$ cat src/rtl/vedic16x16_seq_ctrl_pkg.sv
// +--------------------------------------------------------------------------+
// | vedic_pkg : shared widths, FSM states and step limit for Vedic blocks    |
// | Rev 1.0                                                                  |
// +--------------------------------------------------------------------------+
`default_nettype none

package vedic_pkg;
    localparam int OP_W  = 16;
    localparam int RES_W = 32;

    localparam logic [1:0] STEP_LAST = 2'd3;

    typedef enum logic [1:0] {
        ST_IDLE = 2'd0,
        ST_MUL  = 2'd1,
        ST_DONE = 2'd2
    } state_t;
endpackage

`default_nettype wire

$ cat src/rtl/vedic16x16_seq_ctrl_if.sv
// +--------------------------------------------------------------------------+
// | vedic16x16_seq_ctrl_if : operand/result valid-ready bus of the sequencer |
// | Rev 1.0                                                                  |
// +--------------------------------------------------------------------------+
`default_nettype none

interface vedic16x16_seq_ctrl_if;
    import vedic_pkg::*;

    logic             in_valid;
    logic             in_ready;
    logic [OP_W-1:0]  a;
    logic [OP_W-1:0]  b;
    logic             out_valid;
    logic             out_ready;
    logic [RES_W-1:0] result;
    logic             busy;

    modport master (
        output in_valid, a, b, out_ready,
        input  in_ready, out_valid, result, busy
    );

    modport slave (
        input  in_valid, a, b, out_ready,
        output in_ready, out_valid, result, busy
    );
endinterface

`default_nettype wire

$ cat src/rtl/vedic8x8.sv
// +--------------------------------------------------------------------------+
// | vedic8x8 : combinational 8x8 unsigned multiplier, 4-bit Vedic split      |
// | Rev 1.0                                                                  |
// +--------------------------------------------------------------------------+
`default_nettype none

module vedic8x8 (
    input  wire logic [7:0]  i_a,
    input  wire logic [7:0]  i_b,
    output logic      [15:0] o_p
);
    logic [7:0] w_ll;
    logic [7:0] w_hl;
    logic [7:0] w_lh;
    logic [7:0] w_hh;

    // Vertical (ll, hh) and crosswise (hl, lh) nibble products
    assign w_ll = {4'h0, i_a[3:0]} * {4'h0, i_b[3:0]};
    assign w_hl = {4'h0, i_a[7:4]} * {4'h0, i_b[3:0]};
    assign w_lh = {4'h0, i_a[3:0]} * {4'h0, i_b[7:4]};
    assign w_hh = {4'h0, i_a[7:4]} * {4'h0, i_b[7:4]};

    assign o_p = {8'h00, w_ll}
               + {4'h0, w_hl, 4'h0}
               + {4'h0, w_lh, 4'h0}
               + {w_hh, 8'h00};
endmodule

`default_nettype wire

$ cat src/rtl/vedic16x16_seq_ctrl.sv
// +--------------------------------------------------------------------------+
// | vedic16x16_seq_ctrl : 16x16 multiply over four passes of one vedic8x8    |
// | Rev 1.0                                                                  |
// +--------------------------------------------------------------------------+
`default_nettype none

module vedic16x16_seq_ctrl
    import vedic_pkg::*;
(
    input  wire logic             clk,
    input  wire logic             rst_n,
    vedic16x16_seq_ctrl_if.slave  bus
);
    state_t           r_state;
    state_t           w_state_nxt;
    logic [1:0]       r_step;
    logic [OP_W-1:0]  r_a;
    logic [OP_W-1:0]  r_b;
    logic [RES_W-1:0] r_acc;
    logic [RES_W-1:0] r_result;

    logic [7:0]       w_core_a;
    logic [7:0]       w_core_b;
    logic [15:0]      w_pp;
    logic [RES_W-1:0] w_pp_sh;
    logic [RES_W-1:0] w_sum;
    logic             w_in_ready;
    logic             w_accept;

    // Partial product select and alignment for the current step
    always_comb begin
        w_core_a = r_a[7:0];
        w_core_b = r_b[7:0];
        w_pp_sh  = '0;
        case (r_step)
            2'd0: begin
                w_core_a = r_a[7:0];
                w_core_b = r_b[7:0];
                w_pp_sh  = {16'h0000, w_pp};
            end
            2'd1: begin
                w_core_a = r_a[15:8];
                w_core_b = r_b[7:0];
                w_pp_sh  = {8'h00, w_pp, 8'h00};
            end
            2'd2: begin
                w_core_a = r_a[7:0];
                w_core_b = r_b[15:8];
                w_pp_sh  = {8'h00, w_pp, 8'h00};
            end
            default: begin
                w_core_a = r_a[15:8];
                w_core_b = r_b[15:8];
                w_pp_sh  = {w_pp, 16'h0000};
            end
        endcase
    end

    vedic8x8 u_core (
        .i_a (w_core_a),
        .i_b (w_core_b),
        .o_p (w_pp)
    );

    assign w_sum = r_acc + w_pp_sh;

    always_comb begin
        w_state_nxt = r_state;
        w_in_ready  = 1'b0;
        case (r_state)
            ST_IDLE: begin
                w_in_ready = 1'b1;
                if (bus.in_valid) begin
                    w_state_nxt = ST_MUL;
                end
            end
            ST_MUL: begin
                if (r_step == STEP_LAST) begin
                    w_state_nxt = ST_DONE;
                end
            end
            ST_DONE: begin
                // DONE->MUL bypass skips the IDLE cycle when a new pair waits
                if (bus.out_ready) begin
                    w_in_ready  = 1'b1;
                    w_state_nxt = bus.in_valid ? ST_MUL : ST_IDLE;
                end
            end
            default: begin
                w_state_nxt = ST_IDLE;
            end
        endcase
    end

    assign w_accept = w_in_ready & bus.in_valid;

    always_ff @(posedge clk) begin
        if (!rst_n) begin
            r_state  <= ST_IDLE;
            r_step   <= 2'd0;
            r_a      <= '0;
            r_b      <= '0;
            r_acc    <= '0;
            r_result <= '0;
        end else begin
            r_state <= w_state_nxt;
            if (w_accept) begin
                r_a    <= bus.a;
                r_b    <= bus.b;
                r_acc  <= '0;
                r_step <= 2'd0;
            end else if (r_state == ST_MUL) begin
                r_acc  <= w_sum;
                r_step <= r_step + 2'd1;
                if (r_step == STEP_LAST) begin
                    r_result <= w_sum;
                end
            end
        end
    end

    assign bus.in_ready  = w_in_ready & rst_n;
    assign bus.out_valid = (r_state == ST_DONE);
    assign bus.busy      = (r_state == ST_MUL);
    assign bus.result    = r_result;
endmodule

`default_nettype wire

$ cat src/flat_wrapper.sv
// flat-port wrapper written by rule: the top's interface ports become plain ports
module vedic16x16_seq_ctrl_flat import vedic_pkg::*;
  (clk, rst_n, bus_in_valid, bus_a, bus_b, bus_out_ready, bus_in_ready, bus_out_valid, bus_result, bus_busy);
  vedic16x16_seq_ctrl_if bus_i ();
  input  wire logic clk;
  input  wire logic rst_n;
  input wire logic [$bits(bus_i.in_valid)-1:0] bus_in_valid;
  input wire logic [$bits(bus_i.a)-1:0] bus_a;
  input wire logic [$bits(bus_i.b)-1:0] bus_b;
  input wire logic [$bits(bus_i.out_ready)-1:0] bus_out_ready;
  output wire logic [$bits(bus_i.in_ready)-1:0] bus_in_ready;
  output wire logic [$bits(bus_i.out_valid)-1:0] bus_out_valid;
  output wire logic [$bits(bus_i.result)-1:0] bus_result;
  output wire logic [$bits(bus_i.busy)-1:0] bus_busy;
  assign bus_i.in_valid = bus_in_valid;
  assign bus_i.a = bus_a;
  assign bus_i.b = bus_b;
  assign bus_i.out_ready = bus_out_ready;
  assign bus_in_ready = bus_i.in_ready;
  assign bus_out_valid = bus_i.out_valid;
  assign bus_result = bus_i.result;
  assign bus_busy = bus_i.busy;
  vedic16x16_seq_ctrl u_core (.clk(clk), .rst_n(rst_n), .bus(bus_i));
endmodule
$ cat config.mk
export PLATFORM = sky130hd
export DESIGN_NAME = vedic16x16_seq_ctrl_flat
export DESIGN_NICKNAME = d
export VERILOG_FILES = /design/src/rtl/vedic16x16_seq_ctrl_pkg.sv /design/src/rtl/vedic16x16_seq_ctrl_if.sv /design/src/rtl/vedic8x8.sv /design/src/rtl/vedic16x16_seq_ctrl.sv /design/src/flat_wrapper.sv
export SDC_FILE = /design/constraint.sdc
export NUM_CORES = 1
export LEC_CHECK = 0
export ABC_AREA = 1
export CORE_ASPECT_RATIO = 2
export CORE_UTILIZATION = 30
export CTS_BUF_LIST = sky130_fd_sc_hd__clkbuf_4 sky130_fd_sc_hd__clkbuf_8
export DETAILED_ROUTE_END_ITERATION = 6
export GPL_TIMING_DRIVEN = 0
export PLACE_DENSITY = 0.54
export SETUP_SLACK_MARGIN = 0.02
export SLEW_MARGIN = 20
export SYNTH_ARGS = -nofsm -noshare
export SYNTH_HDL_FRONTEND = slang
export SYNTH_SLANG_ARGS = --single-unit
export TNS_END_PERCENT = 10
$ cat constraint.sdc
create_clock -name clk -period 9.87 [get_ports clk]
set_clock_uncertainty 0.15 [all_clocks]
set_input_delay 2.961 -clock clk [delete_from_list [all_inputs] [get_ports clk]]
set_output_delay 2.961 -clock clk [all_outputs]
set_load 0.005 [all_outputs]
==> run summary <==
Floorplan
- **total I/O pin count** 71
- **number of rows in the core area** 88
- **Die Wd** 123 um
- **effective utilization at floorplan** 0.303
- **total core area** 28700 um^2
- **die span in y** 243 um
- **overall die area** 29800 um^2

Outcome
- **failing checks** design-rule violations
- **result of the run** finished, violations left

Routing
- **Detailed Route Iter0 Violations** 361
- **# DRC** 2
- **drt total wl** 30.4 mm
- **detailed-routing iteration count for the pre-antenna-repair pass** 7
- **mean routed wirelength per cell** 17.6 um
- **post-DR vias/cell** 4.87
- **detailed-route via count** 8410
- **final antenna-violating net count** 0

Worst setup path
- **highest net fanout along the worst path** 10
- **worst stage delay on the critical path** 0.57 ns
- **slowest stage cell on the critical path** sky130_fd_sc_hd__fa_1
- **largest delay contributor family on the critical path** adder cells
- **type of element launching the critical path** register
- **path type of the worst setup path** register to register
- **data required time of the worst path** 10.06 ns
- **Data arrival, critical path** 9.35 ns
- **Buf+Inv Stages, Crit Path** 9
- **endpoint kind of the worst setup timing path** register

STA
- **total negative slack for setup checks** 0 ns
- **final hold violation count** 0
- **number of max-slew violations in the final report** 0
- **setup repair after global routing missed its margin** false
- **post-layout min period** 9.16 ns
- **remaining max-slew budget at the tightest pin** 0.445
- **Least-Margin Pin Slew** 0.823 ns
- **final setup violation count** 0
- **Worst Setup Slack, final** 0.709 ns
- **Final Cycle Share** 0.928
- **Max Clock Freq** 0.109 GHz

Synth
- **Yosys top cell area share** 0.230
- **top_reg_cell synth** sky130_fd_sc_hd__dfxtp_1
- **share of flip-flops with an asynchronous set or reset** 0
- **post-synthesis net count** 1455
- **synthesized netlist cell count** 1282
- **synthesized area per cell** 6.80 um^2
- **EDFF count, synth** 0
- **post-synthesis register bit count** 100
- **synthesized cell area** 8720 um^2
- **proportion of synthesized chip area in sequential cells** 0.230
- **Synth area leader** sky130_fd_sc_hd__dfxtp_1
- **warning count from the yosys run** 0
- **biggest area contributors in the synthesized netlist** sky130_fd_sc_hd__dfxtp_1, sky130_fd_sc_hd__ha_1, sky130_fd_sc_hd__nand2_1, sky130_fd_sc_hd__inv_1, sky130_fd_sc_hd__nor2_1
- **post-synthesis cell type count** 43

Power
- **total power** 1.10 mW
- **leakage dissipation** 5.01 nW
- **cell area power density** 110 nW/um^2
- **maximum resistive drop on vdd** 92.3 uV

GRT
- **sum of overflow across all layers after global routing** 0
- **maximum number of pins on one net before global-route repair** 20
- **total routing usage reported by global routing** 0.212
- **number of antenna violations at the first check in global routing** 1
- **number of global-route vias before repair** 8734
- **first-pass GRT wire length** 46.0 mm

Layout
- **# nets final** 1535
- **Final Util** 0.350
- **final design instance area without fill** 10100 um^2
- **share of cells above drive strength 1** 0.0402
- **Area Growth Syn to Fin** 15.3%
- **Storage cell area** 2000 um^2
- **Layout fillers** 3183
- **Multi-input gate area** 5740 um^2

Flow run
- **count of maximum capacitance violations** 0

Clock network
- **post-CTS setup buffer count** 0
- **clk buf depth** 2
- **htree depth** 3
- **CTS Root Buffer Type** sky130_fd_sc_hd__clkbuf_8
- **TritonCTS buffer count** 9
- **Clock Latency Late Sink** 0.43 ns
- **number of sinks handled by clock tree synthesis** 100
- **total of cells resized after clock tree synthesis** 0
- **hold-fix buffers at CTS** 0
- **TritonCTS clock tree** done
- **clock slew seen by the registers of the worst setup and hold paths** 0.11 ns

Placement
- **routability cong.** 0.989
- **half-perimeter wire length of the detailed placement result** 26.2 mm
- **Area after DPL** 9860 um^2
- **total of buffers placed on input and output ports** 69
- **setup slack at placement** 0.728 ns

Hold path
- **class of the tightest hold or removal check** register to register

-- layer usage --
metal | GRT usage | vias to the layer above | part of all wire
met4 | 0.188 | 0 | 0.092
met2 | 0.424 | 161 | 0.58
met5 | 0 | - | 0
li1 | - | 4269 | -
met1 | 0.172 | 3876 | 0.31
met3 | 0.0188 | 104 | 0.018
-- metrics by stage --
stage | cells | hold slack, ns
after CTS | 1727 | 0.309
after global routing | 1728 | 0.333
after detailed placement | 1711 | 0.291
final | 1728 | 0.306
after floorplan | 1282 | 0.275
after global placement | 1711 | 0.286
-- where the power goes --
part	internal, mW	total, mW	switching (mW)
logic	0.128	0.393	0.265
clock network	0.0981	0.274	0.175
registers	0.423	0.436	0.0123
-- kinds of logic after synthesis --
logic type | synth area share
buffers and inverters | 0.113
AO/OA/AOI/OAI | 0.166
flip-flops | 0.230
adder cells (fa/ha/maj) | 0.220
AND/OR/NAND/NOR | 0.238
XOR/XNOR | 0.0342
-- sequential cells by signal (all words and copies together) (netlist names) --
register and count:
u_core.bus.result 32, u_core.r_acc 32, u_core.r_a 16, u_core.r_b 16, u_core.r_state 2, u_core.r_step 2
-- synthesized netlist by cell type (all sizes together), types with 3 or more instances --
master,n
a21oi,85
dfxtp,100
o21ai,100
xor2,22
nor2,195
buf,15
o211ai,5
nand2,227
or2,4
o21a,19
fa,27
ha,110
nand4,7
inv,220
clkbuf,18
xnor2,12
nor3,7
o22ai,16
o21bai,16
nand3,63
a21o,3
-- tightest hold or removal path, stage by stage, from the launching register on --
cell	delay [ns]
sky130_fd_sc_hd__dfxtp_1	0.31
sky130_fd_sc_hd__inv_1	0.05
sky130_fd_sc_hd__a21oi_1	0.05
-- cell type report --
class                      count  share of cell area
sequential                   100               0.199
timing repair buffer          69              0.0687
inverter                     220              0.0821
clock inverter                 7             0.00684
tap                          360              0.0448
antenna                        1            0.000249
multi-input combinational    929               0.570
buffer                        33              0.0156
clock buffer                   9              0.0123
-- path summary, 6_finish.rpt --
| kind | from | to | slack (ns) | depth (start not counted) |
|---|---|---|---|---|
| setup / recovery | u_core.r_step[0] | u_core.bus.result[21] | 0.71 | 38 |
| hold / removal | u_core.r_a[0] | u_core.r_a[0] | 0.31 | 2 |
| setup reg to reg | u_core.r_step[0] | u_core.bus.result[21] | 0.71 | 38 |
| hold reg to reg | u_core.r_a[0] | u_core.r_a[0] | 0.31 | 2 |
-- cells in the final DEF, fill, tap and decap left out, types with 5 or more instances in the layout --
cell type                         Yosys  layout
sky130_fd_sc_hd__nand2_1            220     220
sky130_fd_sc_hd__inv_1              217     217
sky130_fd_sc_hd__nor2_1             190     190
sky130_fd_sc_hd__ha_1               110     110
sky130_fd_sc_hd__dfxtp_1            100     100
sky130_fd_sc_hd__o21ai_0             93      93
sky130_fd_sc_hd__a21oi_1             82      82
sky130_fd_sc_hd__clkdlybuf4s50_1      0      69
sky130_fd_sc_hd__nand3_1             63      63
sky130_fd_sc_hd__fa_1                27      27
sky130_fd_sc_hd__xor2_1              22      22
sky130_fd_sc_hd__o21a_1              19      19
sky130_fd_sc_hd__clkbuf_1            17      17
sky130_fd_sc_hd__o21bai_1            16      16
sky130_fd_sc_hd__o22ai_1             16      16
sky130_fd_sc_hd__buf_2               12      12
sky130_fd_sc_hd__xnor2_1             12      12
sky130_fd_sc_hd__clkbuf_8             1      10
sky130_fd_sc_hd__nand2_2              7       7
sky130_fd_sc_hd__nand4_1              7       7
sky130_fd_sc_hd__nor3_1               5       5
sky130_fd_sc_hd__o211ai_1             5       5
Power figures use the tool's default switching activity.
